$ cat src/rtl/hazard_pkg.sv
// rtl/hazard_pkg.sv - shared types, forwarding selects and match helper for hazard_ctrl
package hazard_pkg;

  localparam logic [1:0] FWD_RF  = 2'b00;
  localparam logic [1:0] FWD_MEM = 2'b01;
  localparam logic [1:0] FWD_WB  = 2'b10;

  typedef enum logic [1:0] {
    RUN     = 2'd0,
    WAIT    = 2'd1,
    TIMEOUT = 2'd2
  } state_e;

  typedef struct packed {
    logic [2:0] rd;
    logic [2:0] rs1;
    logic [2:0] rs2;
    logic       use1;
    logic       use2;
    logic       regwrite;
    logic       wbsel;
  } stage_t;

  localparam stage_t BUBBLE = '0;

  function automatic logic reg_match(input logic [2:0] x, input stage_t s, input logic r0_zero);
    return s.regwrite && (s.rd == x) && !(r0_zero && (x == 3'd0));
  endfunction

endpackage

$ cat src/rtl/hazard_shadow_pipe.sv
// rtl/hazard_shadow_pipe.sv - EX/MEM/WB shadow copies of the ID-stage control fields
module hazard_shadow_pipe
  import hazard_pkg::*;
(
  input  logic   clk,
  input  logic   rst,
  input  logic   hold_i,
  input  logic   bubble_i,
  input  stage_t id_i,
  output stage_t ex_o,
  output stage_t mem_o,
  output stage_t wb_o
);

  stage_t ex_q, mem_q, wb_q;

  always_ff @(posedge clk or negedge rst) begin
    if (!rst) begin
      ex_q  <= BUBBLE;
      mem_q <= BUBBLE;
      wb_q  <= BUBBLE;
    end else if (!hold_i) begin
      ex_q  <= bubble_i ? BUBBLE : id_i;
      mem_q <= ex_q;
      wb_q  <= mem_q;
    end
  end

  assign ex_o  = ex_q;
  assign mem_o = mem_q;
  assign wb_o  = wb_q;

endmodule

$ cat src/rtl/hazard_ctrl.sv
// rtl/hazard_ctrl.sv - pipeline stall/flush/forward controller; FWD_EN enables EX forwarding
module hazard_ctrl
  import hazard_pkg::*;
#(
  parameter int MAX_WAIT = 15,
  parameter int R0_ZERO  = 1
) (
  input  logic        clk,
  input  logic        rst,
  input  logic [2:0]  id_rs1,
  input  logic [2:0]  id_rs2,
  input  logic        id_use1,
  input  logic        id_use2,
  input  logic [2:0]  id_rd,
  input  logic        id_regwrite,
  input  logic        id_wbsel,
  input  logic        mem_wait,
  output logic        pc_en,
  output logic        ifid_en,
  output logic        idex_flush,
  output logic [1:0]  fwd_a,
  output logic [1:0]  fwd_b,
  output logic [15:0] bubble_cnt,
  output logic        err
);

  localparam logic R0Z = (R0_ZERO != 0);

  state_e      state_q, state_d;
  logic [7:0]  wait_q, wait_d, wait_inc;
  logic [15:0] bcnt_q, bcnt_d;
  logic        err_q, err_d;
  logic        hold, bubble, pc_en_c, flush_c, hazard;
  stage_t      id_s, ex_s, mem_s, wb_s;
  logic        unused_fields;

  assign id_s = '{rd: id_rd, rs1: id_rs1, rs2: id_rs2, use1: id_use1, use2: id_use2,
                  regwrite: id_regwrite, wbsel: id_wbsel};

  hazard_shadow_pipe u_shadow (
    .clk      (clk),
    .rst      (rst),
    .hold_i   (hold),
    .bubble_i (bubble),
    .id_i     (id_s),
    .ex_o     (ex_s),
    .mem_o    (mem_s),
    .wb_o     (wb_s)
  );

`ifdef FWD_EN
  assign hazard = ex_s.wbsel &&
                  ((id_use1 && reg_match(id_rs1, ex_s, R0Z)) ||
                   (id_use2 && reg_match(id_rs2, ex_s, R0Z)));
`else
  // Without forwarding the consumer waits until the producer has fully retired.
  assign hazard = (id_use1 && (reg_match(id_rs1, ex_s, R0Z) || reg_match(id_rs1, mem_s, R0Z) ||
                               reg_match(id_rs1, wb_s, R0Z))) ||
                  (id_use2 && (reg_match(id_rs2, ex_s, R0Z) || reg_match(id_rs2, mem_s, R0Z) ||
                               reg_match(id_rs2, wb_s, R0Z)));
`endif

  assign wait_inc = wait_q + 8'd1;

  always_comb begin
    state_d = state_q;
    wait_d  = wait_q;
    bcnt_d  = bcnt_q;
    err_d   = err_q;
    pc_en_c = 1'b0;
    flush_c = 1'b1;
    hold    = 1'b1;
    bubble  = 1'b0;
    case (state_q)
      RUN, WAIT: begin
        if (mem_wait) begin
          flush_c = 1'b0;
          wait_d  = wait_inc;
          if (wait_inc == 8'(MAX_WAIT)) begin
            state_d = TIMEOUT;
            err_d   = 1'b1;
          end else begin
            state_d = WAIT;
          end
        end else begin
          state_d = RUN;
          wait_d  = 8'd0;
          hold    = 1'b0;
          if (hazard) begin
            bubble = 1'b1;
            if (bcnt_q != 16'hFFFF) bcnt_d = bcnt_q + 16'd1;
          end else begin
            pc_en_c = 1'b1;
            flush_c = 1'b0;
          end
        end
      end
      default: ;
    endcase
  end

  always_ff @(posedge clk or negedge rst) begin
    if (!rst) begin
      state_q <= RUN;
      wait_q  <= 8'd0;
      bcnt_q  <= 16'd0;
      err_q   <= 1'b0;
    end else begin
      state_q <= state_d;
      wait_q  <= wait_d;
      bcnt_q  <= bcnt_d;
      err_q   <= err_d;
    end
  end

  assign pc_en      = rst & pc_en_c;
  assign ifid_en    = rst & pc_en_c;
  assign idex_flush = ~rst | flush_c;
  assign bubble_cnt = bcnt_q;
  assign err        = err_q;

`ifdef FWD_EN
  function automatic logic [1:0] fwd_sel(input logic [2:0] rs, input stage_t m, input stage_t w);
    if (reg_match(rs, m, R0Z) && !m.wbsel) return FWD_MEM;
    if (reg_match(rs, w, R0Z)) return FWD_WB;
    return FWD_RF;
  endfunction

  assign fwd_a = rst ? fwd_sel(ex_s.rs1, mem_s, wb_s) : FWD_RF;
  assign fwd_b = rst ? fwd_sel(ex_s.rs2, mem_s, wb_s) : FWD_RF;
`else
  assign fwd_a = FWD_RF;
  assign fwd_b = FWD_RF;
`endif

  assign unused_fields = ^{ex_s, mem_s, wb_s};

endmodule
$ cat config.mk
export PLATFORM = sky130hd
export DESIGN_NAME = hazard_ctrl
export DESIGN_NICKNAME = d
export VERILOG_FILES = /design/src/rtl/hazard_pkg.sv /design/src/rtl/hazard_shadow_pipe.sv /design/src/rtl/hazard_ctrl.sv
export SDC_FILE = /design/constraint.sdc
export NUM_CORES = 1
export LEC_CHECK = 0
export BUFFER_PORTS_ARGS = -buffer_cell sky130_fd_sc_hd__buf_4
export CAP_MARGIN = 15
export CORE_MARGIN = 8
export CORE_UTILIZATION = 55
export CTS_BUF_LIST = sky130_fd_sc_hd__clkbuf_4 sky130_fd_sc_hd__clkbuf_8
export CTS_CLUSTER_DIAMETER = 200
export DETAILED_ROUTE_END_ITERATION = 6
export PLACE_DENSITY = 0.76
export SLEW_MARGIN = 40
export SYNTH_ARGS = -nofsm -noshare
export SYNTH_HDL_FRONTEND = slang
export SYNTH_HIERARCHICAL = 1
export SYNTH_SLANG_ARGS = --single-unit
$ cat constraint.sdc
create_clock -name clk -period 2.1 [get_ports clk]
set_input_delay 0.42 -clock clk [delete_from_list [all_inputs] [get_ports clk]]
set_output_delay 0.42 -clock clk [all_outputs]
set_load 0.005 [all_outputs]
[Yosys cells after proc, flatten, opt, wreduce, memory -nomap -nowiden]
Cells that the tools add are included.
Storage, ports and cells
  register bits: 39
  input bits: 16
  output and inout bits: 24
Cells by class
  add/sub/neg operators: 2
  equality and inequality tests: 9
  mux-type cells: 13
  bitwise operators: 4
  reductions and logical operators: 27
Operator list (number)
  == test 3 bit: 6
  adder 16 x 1 -> 16 bit, second input constant: 1
  inequality test 16 bit, second input constant: 1
  logical AND 1 bit: 14
  2-to-1 mux 13 bit: 1
  2-to-1 mux 1 bit: 9
  adder 8 x 1 -> 8 bit, second input constant: 1
  == test 8 x 4 -> 1 bit, second input constant: 1
  2-to-1 mux 8 bit: 1
  logical NOT 3 bit: 2
  logical OR 1 bit: 5
  2-to-1 mux 2 bit: 2
  AND reduction 4 bit: 1
  AND reduction 3 bit: 1
  == test 2 x 1 -> 1 bit, second input constant: 1
  logical NOT 1 bit: 2
  logical NOT 2 bit: 1
  NOT 1 bit: 2
  OR reduction 2 bit: 1
  AND 1 bit: 1
  bitwise OR 1 bit: 1

[Longest topological paths before layout]
Gate-level depths: netlist (run 1).
  word-level depth: 11
  gate-level depth with buffers: 9
  gate-level depth less buffers: 7

[Cells and area by module]
Netlist (run 1), hierarchy kept.
By module, submodules not included
  hazard_ctrl: instances 1, cells an instance 173, area each 1675.4 um^2, sequential area each 650.6 um^2
  hazard_shadow_pipe: instances 1, cells an instance 110, area each 1610.3 um^2, sequential area each 975.9 um^2

[Worst setup path after synthesis (run 1)]
OpenSTA, ideal clock, no wires.
  path kind: input port to flip-flop
  from: input port id_rs1[0]
  to: register u_shadow/ex_o[3] (netlist name)
  library setup time: 0.083 ns
  arrival: 1.840 ns
  required time: 2.017 ns
  slack: 0.178 ns
  stages: 8
  path buffers: 2
  cell sequence: or3_1 and3_4 a22oi_4 buf_6 inv_1 buf_1 nand2b_1 o21ai_0
RTL lines
  start, declared: line hazard_ctrl.sv:10  | input logic [2:0] id_rs1,

[Worst setup path in the final report (run 1)]
  from: register u_shadow.mem_q, in the netlist u_shadow/mem_o[11]
  to: output port ifid_en
On the way
  longest elaborated chain between the ends: 11
Ends and longest elaborated chain
  start, declared: line hazard_shadow_pipe.sv:15  | stage_t ex_q, mem_q, wb_q;
  start signal, assigned: line hazard_shadow_pipe.sv:24  | mem_q <= ex_q;
  == test 3 bit: line hazard_pkg.sv:27  | return s.regwrite && (s.rd == x) && !(r0_zero && (x == 3'd0));
  logical AND 1 bit (2 in a row): line hazard_pkg.sv:27
  logical OR 1 bit (on tied branches) (2 in a row): line hazard_ctrl.sv:57, hazard_ctrl.sv:59
  logical AND 1 bit (on tied branches): line hazard_ctrl.sv:57, hazard_ctrl.sv:59
  logical OR 1 bit (*): line hazard_ctrl.sv:58  | reg_match(id_rs1, wb_s, R0Z))) ||
  2-to-1 mux 1 bit (*): line hazard_ctrl.sv:89  | if (hazard) begin
  2-to-1 mux 1 bit (*): line hazard_ctrl.sv:76  | if (mem_wait) begin
  2-to-1 mux 1 bit (*): line hazard_ctrl.sv:74  | case (state_q)
  AND 1 bit (*): line hazard_ctrl.sv:117  | assign ifid_en = rst & pc_en_c;
  end, declared: line hazard_ctrl.sv:19  | output logic ifid_en,
Every way passes the cells marked *; elsewhere a longest branch is shown, timed or not.

==> impl_metrics.yaml, run 1 <==
drt:
  met2_length_mm: 2.15
  wl_met1_mm: 1.98
  wl_per_cell_um: 14.7
  topRoutingLayerUsed: "met4"
  first_iter_violations: 83
  finalWirelength_mm: 4.42
  wl_met3_um: 194
  num_vias: 1640
  ant_nets: 0
  viasPerCell: 5.47
  drcViolationCount: 0
  dr.pass1.iters: 4
cells_and_area:
  drive_gt1_share_pct: 28.8
  antennaDiodeCount: 0
  fin_nets: 270
  syn2layout_area_growth_pct: 18.9
  final_cell_count_no_fill: 300
critical_path:
  rrSetupSlack_ns: 0.22
  r2r_start: "u_shadow/mem_o[11]$_DFFE_PN0N_"
  timing.rr.end: "bubble_cnt[15]$_DFFE_PN0P_"
  crit_chain: "xnor2_1, nand4_1, nand3_2, a32oi_2, and3_4, buf_4"
  crit_path_top_delay_cell: "dfrtp_2"
  critPathBufInv: 1
  endpoint_kind: "output pin"
  cp_slowest_stage_delay_ns: 0.45
  path_delay_family: "flip-flops"
  cp.required_ns: 1.68
  crit_arrival_ns: 1.62
  crit_path_end: "ifid_en"
  startpoint: "u_shadow/mem_o[11]$_DFFE_PN0N_"
  critPathMaxFanout: 4
  startpoint_type: "register"
  worst-path-stages: 6
  reg2reg_depth: 8
  path_class: "register to output pin"
sta:
  setup_violations: 0
  tns_ns: 0
  timing.final.crit_share_pct: 97.2
  slew_viol_final: 0
  tightest_slew_ns: 0.655
  max_slew_margin_pct: 56.3
  hold_viol: 0
  timing.fmax_mhz: 490
  finalCriticalPeriod_ns: 2.04
  finalClockSkew_ns: 0.00545
  timing.hold.ws_ns: 0.348
pwr:
  leakage_nw: 1.33
  power.density_nw_per_um2: 805
  peakVddDrop_mv: 0.550
clock_tree:
  cts.sink_count: 38
  clock_latency_ns: 0.29
  cts_buffer_depth: 2
  htreeDepth: 2
  cts_buffers: 5
  root_buffer: "clkbuf_8"
  clkTransAtPathRegs_ns: 0.07
  cts_tree: "done"
run_status:
  status: "completed"
die:
  io_pins: 40
  start_util_pct: 56.1
  die_h_um: 79.4
  core_area_um2: 3940
  die_x_um: 79.4
  die_area_um2: 6310
  rows: 23
placement:
  hpwl_mm: 3.21
  gp_congestion: 0.827
  dpl.cell_count: 286
  portBuffers: 34
yosys:
  avgSynthCellArea_um2: 10.5
  netlist_area_um2: 2210
  yosys_warnings: 6
  syn_inst: 211
grt:
  antenna_found_initial: 0
  overflow: 0
  grt_max_degree: 22
  grt_first_pass_wirelength_mm: 7.33
  grt_pass1_vias: 1595
  track_usage_pct: 14.5
job:
  max-cap-violations: 0
min_path:
  hp-class: "input port to register"
[final cells by class]
class	count	area (um^2)
Clock buffer	6	82.6
Multi-Input combinational cell	156	1150
Sequential cell	38	953
Timing Repair Buffer	46	364
Inverter	4	15.0
Fill cell	308	1310
Tap cell	50	62.6
[routing by layer]
metal	vias to the layer above	global-route usage (%)
met4	0	7.59
li1	797	-
met2	30	23.1
met3	9	3.94
met1	804	17.5
met5	-	0
[stage by stage]
step | utilization [%] | area [um^2] | total power [mW] | worst slack (ns)
finish | 66.7 | 2630 | 2.12 | 0.0586
global placement | 62.3 | 2460 | 1.55 | 0.0998
CTS | 65.4 | 2580 | 2.11 | 0.00208
detailed placement | 62.3 | 2460 | 1.57 | 0.0895
floorplan | - | 2220 | 1.41 | 0.278
global route | 66.7 | 2630 | 2.25 | -0.00814
[registers in the layout (all words and copies together) (netlist names)]
register and flops:
bubble_cnt 16, err 1, state_q 1, u_shadow/ex_o 4
u_shadow/mem_o 4, u_shadow/wb_o 4, wait_q 8
[report_power, final]
part,switching [mW],total (mW),leakage (nW),internal [mW]
combinational,0.234,0.612,0.784,0.378
sequential,0.158,1.01,0.499,0.856
clock,0.240,0.493,0.0431,0.253
[worst min path at each step]
stage	startpoint	endpoint	slack [ns]	cells past startpoint
6_report	id_rd[0]	u_shadow/ex_o[10]$_DFFE_PN0N_	0.35	2
5_1_grt	id_rd[0]	u_shadow/ex_o[10]$_DFFE_PN0N_	0.35	2
4_1_cts	id_rd[0]	u_shadow/ex_o[10]$_DFFE_PN0N_	0.34	2
3_5_place_dp	rst	wait_q[7]$_DFFE_PN0N_	0.31	1
3_3_place_gp	rst	wait_q[7]$_DFFE_PN0N_	0.30	1
2_1_floorplan	rst	bubble_cnt[0]$_DFFE_PN0P_	0.12	0
[cells in the final DEF (no fill, tap or decap), types with 3 or more instances in the layout]
| cell type | instances |
|---|---|
| nor2_2 | 3 |
| nand4_1 | 7 |
| xor2_1 | 16 |
| nor4_1 | 4 |
| ha_1 | 3 |
| nor2_1 | 5 |
| nor4b_1 | 3 |
| xnor2_1 | 21 |
| nor3_1 | 8 |
| nand3_1 | 7 |
| clkbuf_8 | 6 |
| dfrtp_1 | 36 |
| a22o_1 | 6 |
| nand2_1 | 19 |
| conb_1 | 4 |
| a21o_1 | 3 |
| o21ai_0 | 7 |
| buf_4 | 43 |
| nand2b_1 | 7 |
| inv_1 | 4 |
| mux2_4 | 9 |
[repair_timing]
item                                    in CTS  in global routing
endpoints found under the hold margin       10                  0
endpoints found under the setup margin       2                  3
buffers inserted                             4                  3
gates resized for setup                      0                  7
hold buffers                                 1                  0
gates cloned                                 0                  0
pin swaps                                    1                  2
Note: power is estimated with default switching activity, not from simulation.
==> run 2, diff against run 1 <==
- RECOVER_POWER: unset -> 100
- TNS_END_PERCENT: unset -> 1
==> run 2 against run 1 <==
Clock-buffer cell count unchanged. Clock power about the same. First-iteration DRC count decreased by 3.6%. Sequential cell count unchanged. Largest cell class unchanged. Sequential share of layout area increased by 0.60 points. Global-route usage unchanged.
==> impl_metrics.yaml, run 2 (synthesized netlist as in run 1, its figures left out) <==
cells_and_area:
  antennaDiodeCount: 0
  final_core_util_pct: 65.7
  drive_gt1_share_pct: 24.4
  syn2layout_area_growth_pct: 17.0
  largest_register_ffs: 16
  final_cell_count_no_fill: 300
  regArea_um2: 953
  multi_input_area_um2: 1120
  nFillCells: 314
  fin_nets: 270
  layout_common_cells: "dfrtp_1, buf_4, xnor2_1, nand2_1, xor2_1"
  mostFrequentLayoutCell: "dfrtp_1"
sta:
  finalCriticalPeriod_ns: 2.04
  max_slew_margin_pct: 55.7
  hold_viol: 0
  timing.fmax_mhz: 490
  tightest_slew_ns: 0.664
  setup_violations: 0
  tns_ns: 0
  timing.final.crit_share_pct: 97.2
  slew_viol_final: 0
  finalClockSkew_ns: 0.00578
min_path:
  hp-class: "input port to register"
placement:
  portBuffers: 34
  hpwl_mm: 3.21
  gp_congestion: 0.827
  dpl.cell_count: 286
job:
  max-cap-violations: 0
clock_tree:
  clkTransAtPathRegs_ns: 0.07
  htreeDepth: 2
  cts_tree: "done"
  cts.sink_count: 38
  clock_latency_ns: 0.29
  cts_buffers: 5
  cts_buffer_depth: 2
  root_buffer: "clkbuf_8"
die:
  io_pins: 40
  start_util_pct: 56.1
  die_area_um2: 6310
  core_area_um2: 3940
  die_x_um: 79.4
  rows: 23
  die_h_um: 79.4
drt:
  wl_per_cell_um: 14.7
  topRoutingLayerUsed: "met4"
  drcViolationCount: 0
  ant_nets: 0
  wl_met3_um: 214
  first_iter_violations: 80
  dr.pass1.iters: 4
  wl_met1_mm: 1.97
  met2_length_mm: 2.14
  num_vias: 1644
  viasPerCell: 5.48
  finalWirelength_mm: 4.42
pwr:
  p_comb_share_pct: 27.4
  swShare_pct: 30.3
  internal-power_mw: 1.44
  clockPowerShare_pct: 23.9
  leakage_nw: 1.28
  seq_power_share_pct: 48.7
  switching_power_mw: 0.628
  peakVddDrop_mv: 0.551
  power.density_nw_per_um2: 800
  total_power_mw: 2.07
grt:
  grt_first_pass_wirelength_mm: 7.33
  grt_pass1_vias: 1595
  overflow: 0
  antenna_found_initial: 0
  track_usage_pct: 14.5
  grt_max_degree: 22
critical_path:
  path_class: "register to output pin"
  critPathMaxFanout: 4
  cp.required_ns: 1.68
  crit_arrival_ns: 1.62
  startpoint_type: "register"
  endpoint_kind: "output pin"
run_status:
  status: "completed"
[run 2: per-layer routing]
metal  vias to the layer above  global-route usage, %
li1                        799                      -
met1                       799                   17.5
met2                        37                   23.1
met3                         9                   3.94
met4                         0                   7.59
met5                         -                      0
[run 2: layout make-up]
cell class              count  area share [%]
clock buffers               6            3.19
well taps                  50            2.42
repair buffers             46            13.5
flip-flops and latches     38            36.8
inverters                   4           0.580
multi-input cells         156            43.5
[run 2: power groups by stage]
stage	clock (mW)	combinational, mW	sequential, mW
3_3_place_gp	0	0.534	1.02
5_1_grt	0.543	0.625	1.03
4_1_cts	0.512	0.583	1.01
2_1_floorplan	0	0.419	0.993
3_5_place_dp	0	0.548	1.03
6_report	0.495	0.567	1.01
[run 2: metrics by stage]
stage                     cell area (um^2)  worst slack, ns  hold WS, ns
after CTS                             2580          0.00208        0.343
after floorplan                       2220            0.278        0.124
after global placement                2460           0.0998        0.303
after global routing                  2590         -0.00740        0.350
after detailed placement              2460           0.0895        0.308
final                                 2590           0.0578        0.348
[run 2: repair_timing]
action / 4_1_cts / 5_1_grt
buffers inserted: 4 / 3
setup endpoints to repair: 2 / 3
endpoints found under the hold margin: 10 / 0
hold buffers: 1 / 0
gates resized for setup: 0 / 7
pin swaps: 1 / 2
[run 2: final timing paths]
path	start	to	slack [ns]	cells after the start
max in group asynchronous	rst	u_shadow/ex_o[12]$_DFFE_PN0N_	0.79	3
max	u_shadow/mem_o[11]$_DFFE_PN0N_	ifid_en	0.06	6
min reg2reg	err$_DFFE_PN0P_	err$_DFFE_PN0P_	0.48	1
min in group asynchronous	rst	wait_q[7]$_DFFE_PN0N_	0.53	2
max reg2reg	u_shadow/mem_o[11]$_DFFE_PN0N_	bubble_cnt[15]$_DFFE_PN0P_	0.22	8
min	id_rd[0]	u_shadow/ex_o[10]$_DFFE_PN0N_	0.35	2
[run 2: critical path, stage by stage (launching register included)]
cell	delay, ns
dfrtp_2	0.45
xnor2_1	0.14
nand4_1	0.12
nand3_2	0.10
a32oi_2	0.21
and3_4	0.21
buf_4	0.10
==> run 3, diff against run 2 <==
- CORE_UTILIZATION: 55 -> 45
- PLACE_DENSITY: 0.76 -> unset
==> run 3 against run 2 <==
Fmax shrank 1.0%. Power grew 0.91%. Critical path type unchanged. Combinational power shrank 1%. Global-route usage shrank 1.8 points. Clock-buffer cell count is the same. Clock power grew 6.3%. Sequential share of layout area shrank 0.24 points. Largest power group unchanged. Critical path depth is the same. Core utilization shrank 11 points. Sequential cell count is the same. Highest routed layer unchanged. Critical endpoint is now pc_en. Die area grew 18%. Via count shrank 3.0%.
==> impl_metrics.yaml, run 3 (synthesized netlist as in run 1, its figures left out) <==
placement:
  gp_congestion: 0.769
  hpwl_mm: 3.21
  dpl.cell_count: 303
  dp_slack_ns: 0.0868
  portBuffers: 34
  postPlaceCellArea_um2: 2470
die:
  die_x_um: 86.1
  die_area_um2: 7410
  start_util_pct: 46.8
  core_area_um2: 4720
  rows: 25
  die_h_um: 86.1
  io_pins: 40
drt:
  wl_per_cell_um: 14.0
  first_iter_violations: 78
  finalWirelength_mm: 4.46
  ant_nets: 0
  num_vias: 1594
  viasPerCell: 5.00
  dr.pass1.iters: 4
  drcViolationCount: 0
critical_path:
  path_class: "register to output pin"
  rrSetupSlack_ns: 0.20
  cp.required_ns: 1.68
  startpoint_type: "register"
  critPathMaxFanout: 4
  crit_arrival_ns: 1.64
  endpoint_kind: "output pin"
run_status:
  status: "completed"
cells_and_area:
  antennaDiodeCount: 0
  final_cell_count_no_fill: 319
  largest_register_ffs: 16
  final_cell_area_um2: 2600
  layout_common_cells: "dfrtp_1, buf_4, xnor2_1, nand2_1, xor2_1"
  mostFrequentLayoutCell: "dfrtp_1"
  final_core_util_pct: 55.0
  drive_gt1_share_pct: 23.8
  fin_nets: 270
  syn2layout_area_growth_pct: 17.5
sta:
  finalCriticalPeriod_ns: 2.06
  hold_viol: 0
  slew_viol_final: 0
  tightest_slew_ns: 0.726
  timing.fmax_mhz: 485
  finalClockSkew_ns: 0.0117
  timing.final.crit_share_pct: 98.2
  timing.hold.ws_ns: 0.347
  tns_ns: 0
  max_slew_margin_pct: 51.6
  setup_ws_ns: 0.0368
  setup_violations: 0
  rsz0062_at_grt: "yes"
clock_tree:
  root_buffer: "clkbuf_8"
  cts_buffers: 5
  clkTransAtPathRegs_ns: 0.08
  cts_buffer_depth: 2
  htreeDepth: 2
  clock_latency_ns: 0.29
  cts_tree: "done"
  cts.sink_count: 38
grt:
  grt_max_degree: 31
  antenna_found_initial: 0
  overflow: 0
  track_usage_pct: 12.7
  grt_first_pass_wirelength_mm: 7.47
  grt_pass1_vias: 1582
pwr:
  power.density_nw_per_um2: 804
  peakVddDrop_mv: 0.400
  total_power_mw: 2.09
  leakage_nw: 1.27
min_path:
  hp-class: "input port to register"
job:
  max-cap-violations: 0
run 3: changes by cell type in the layout (fill, tap and decap cells not counted), moves of 2 or more:
cell,change
dfrtp_1,+2
buf_4,+2
clkbuf_1,+2
dfrtp_2,-2
clkbuf_4,-2
run 3: report_power, final:
part | internal (mW) | leakage, nW | switching [mW]
Combinational | 0.327 | 0.718 | 0.233
Sequential | 0.854 | 0.501 | 0.151
Clock | 0.264 | 0.0472 | 0.262
Total | 1.44 | 1.27 | 0.646
run 3: final cells by class:
type | count | area [um^2]
repair buffers | 46 | 327
inverters | 4 | 15.0
fillers | 444 | 2120
flip-flops and latches | 38 | 951
clock inverters | 2 | 12.5
multi-input cells | 156 | 1130
well taps | 67 | 83.8
clock buffers | 6 | 82.6
run 3: final timing paths:
kind	end	cells after the start	start
setup / recovery	pc_en	6	u_shadow/mem_o[10]$_DFFE_PN0N_
hold / removal	u_shadow/ex_o[10]$_DFFE_PN0N_	2	id_rd[0]
setup reg to reg	bubble_cnt[1]$_DFFE_PN0P_	7	bubble_cnt[0]$_DFFE_PN0P_
hold reg to reg	bubble_cnt[15]$_DFFE_PN0P_	1	bubble_cnt[15]$_DFFE_PN0P_
max in group asynchronous	state_q[1]$_DFFE_PN0N_	3	rst
min in group asynchronous	wait_q[4]$_DFFE_PN0N_	2	rst
run 3: critical path: stages, from the launching register on:
cell,delay (ns)
dfrtp_1,0.44
xnor2_1,0.15
nand4_1,0.10
nand3_2,0.10
a32oi_2,0.23
and3_4,0.23
buf_4,0.11
run 3: routing by layer:
metal	up-vias	part of all wire, %	global-route usage, %
met5	-	0	0
met4	0	1.3	4.94
met3	6	5.6	4.87
met2	30	46	18.9
met1	756	47	16.0
li1	802	-	-
run 3: what timing repair did:
action                     CTS  global route
resized for setup            3             1
cloned                       0             0
pin swaps                    1             6
hold endpoints to repair     8             0
hold buffers                 1             0
setup endpoints to repair    2             3
setup buffers                5             2
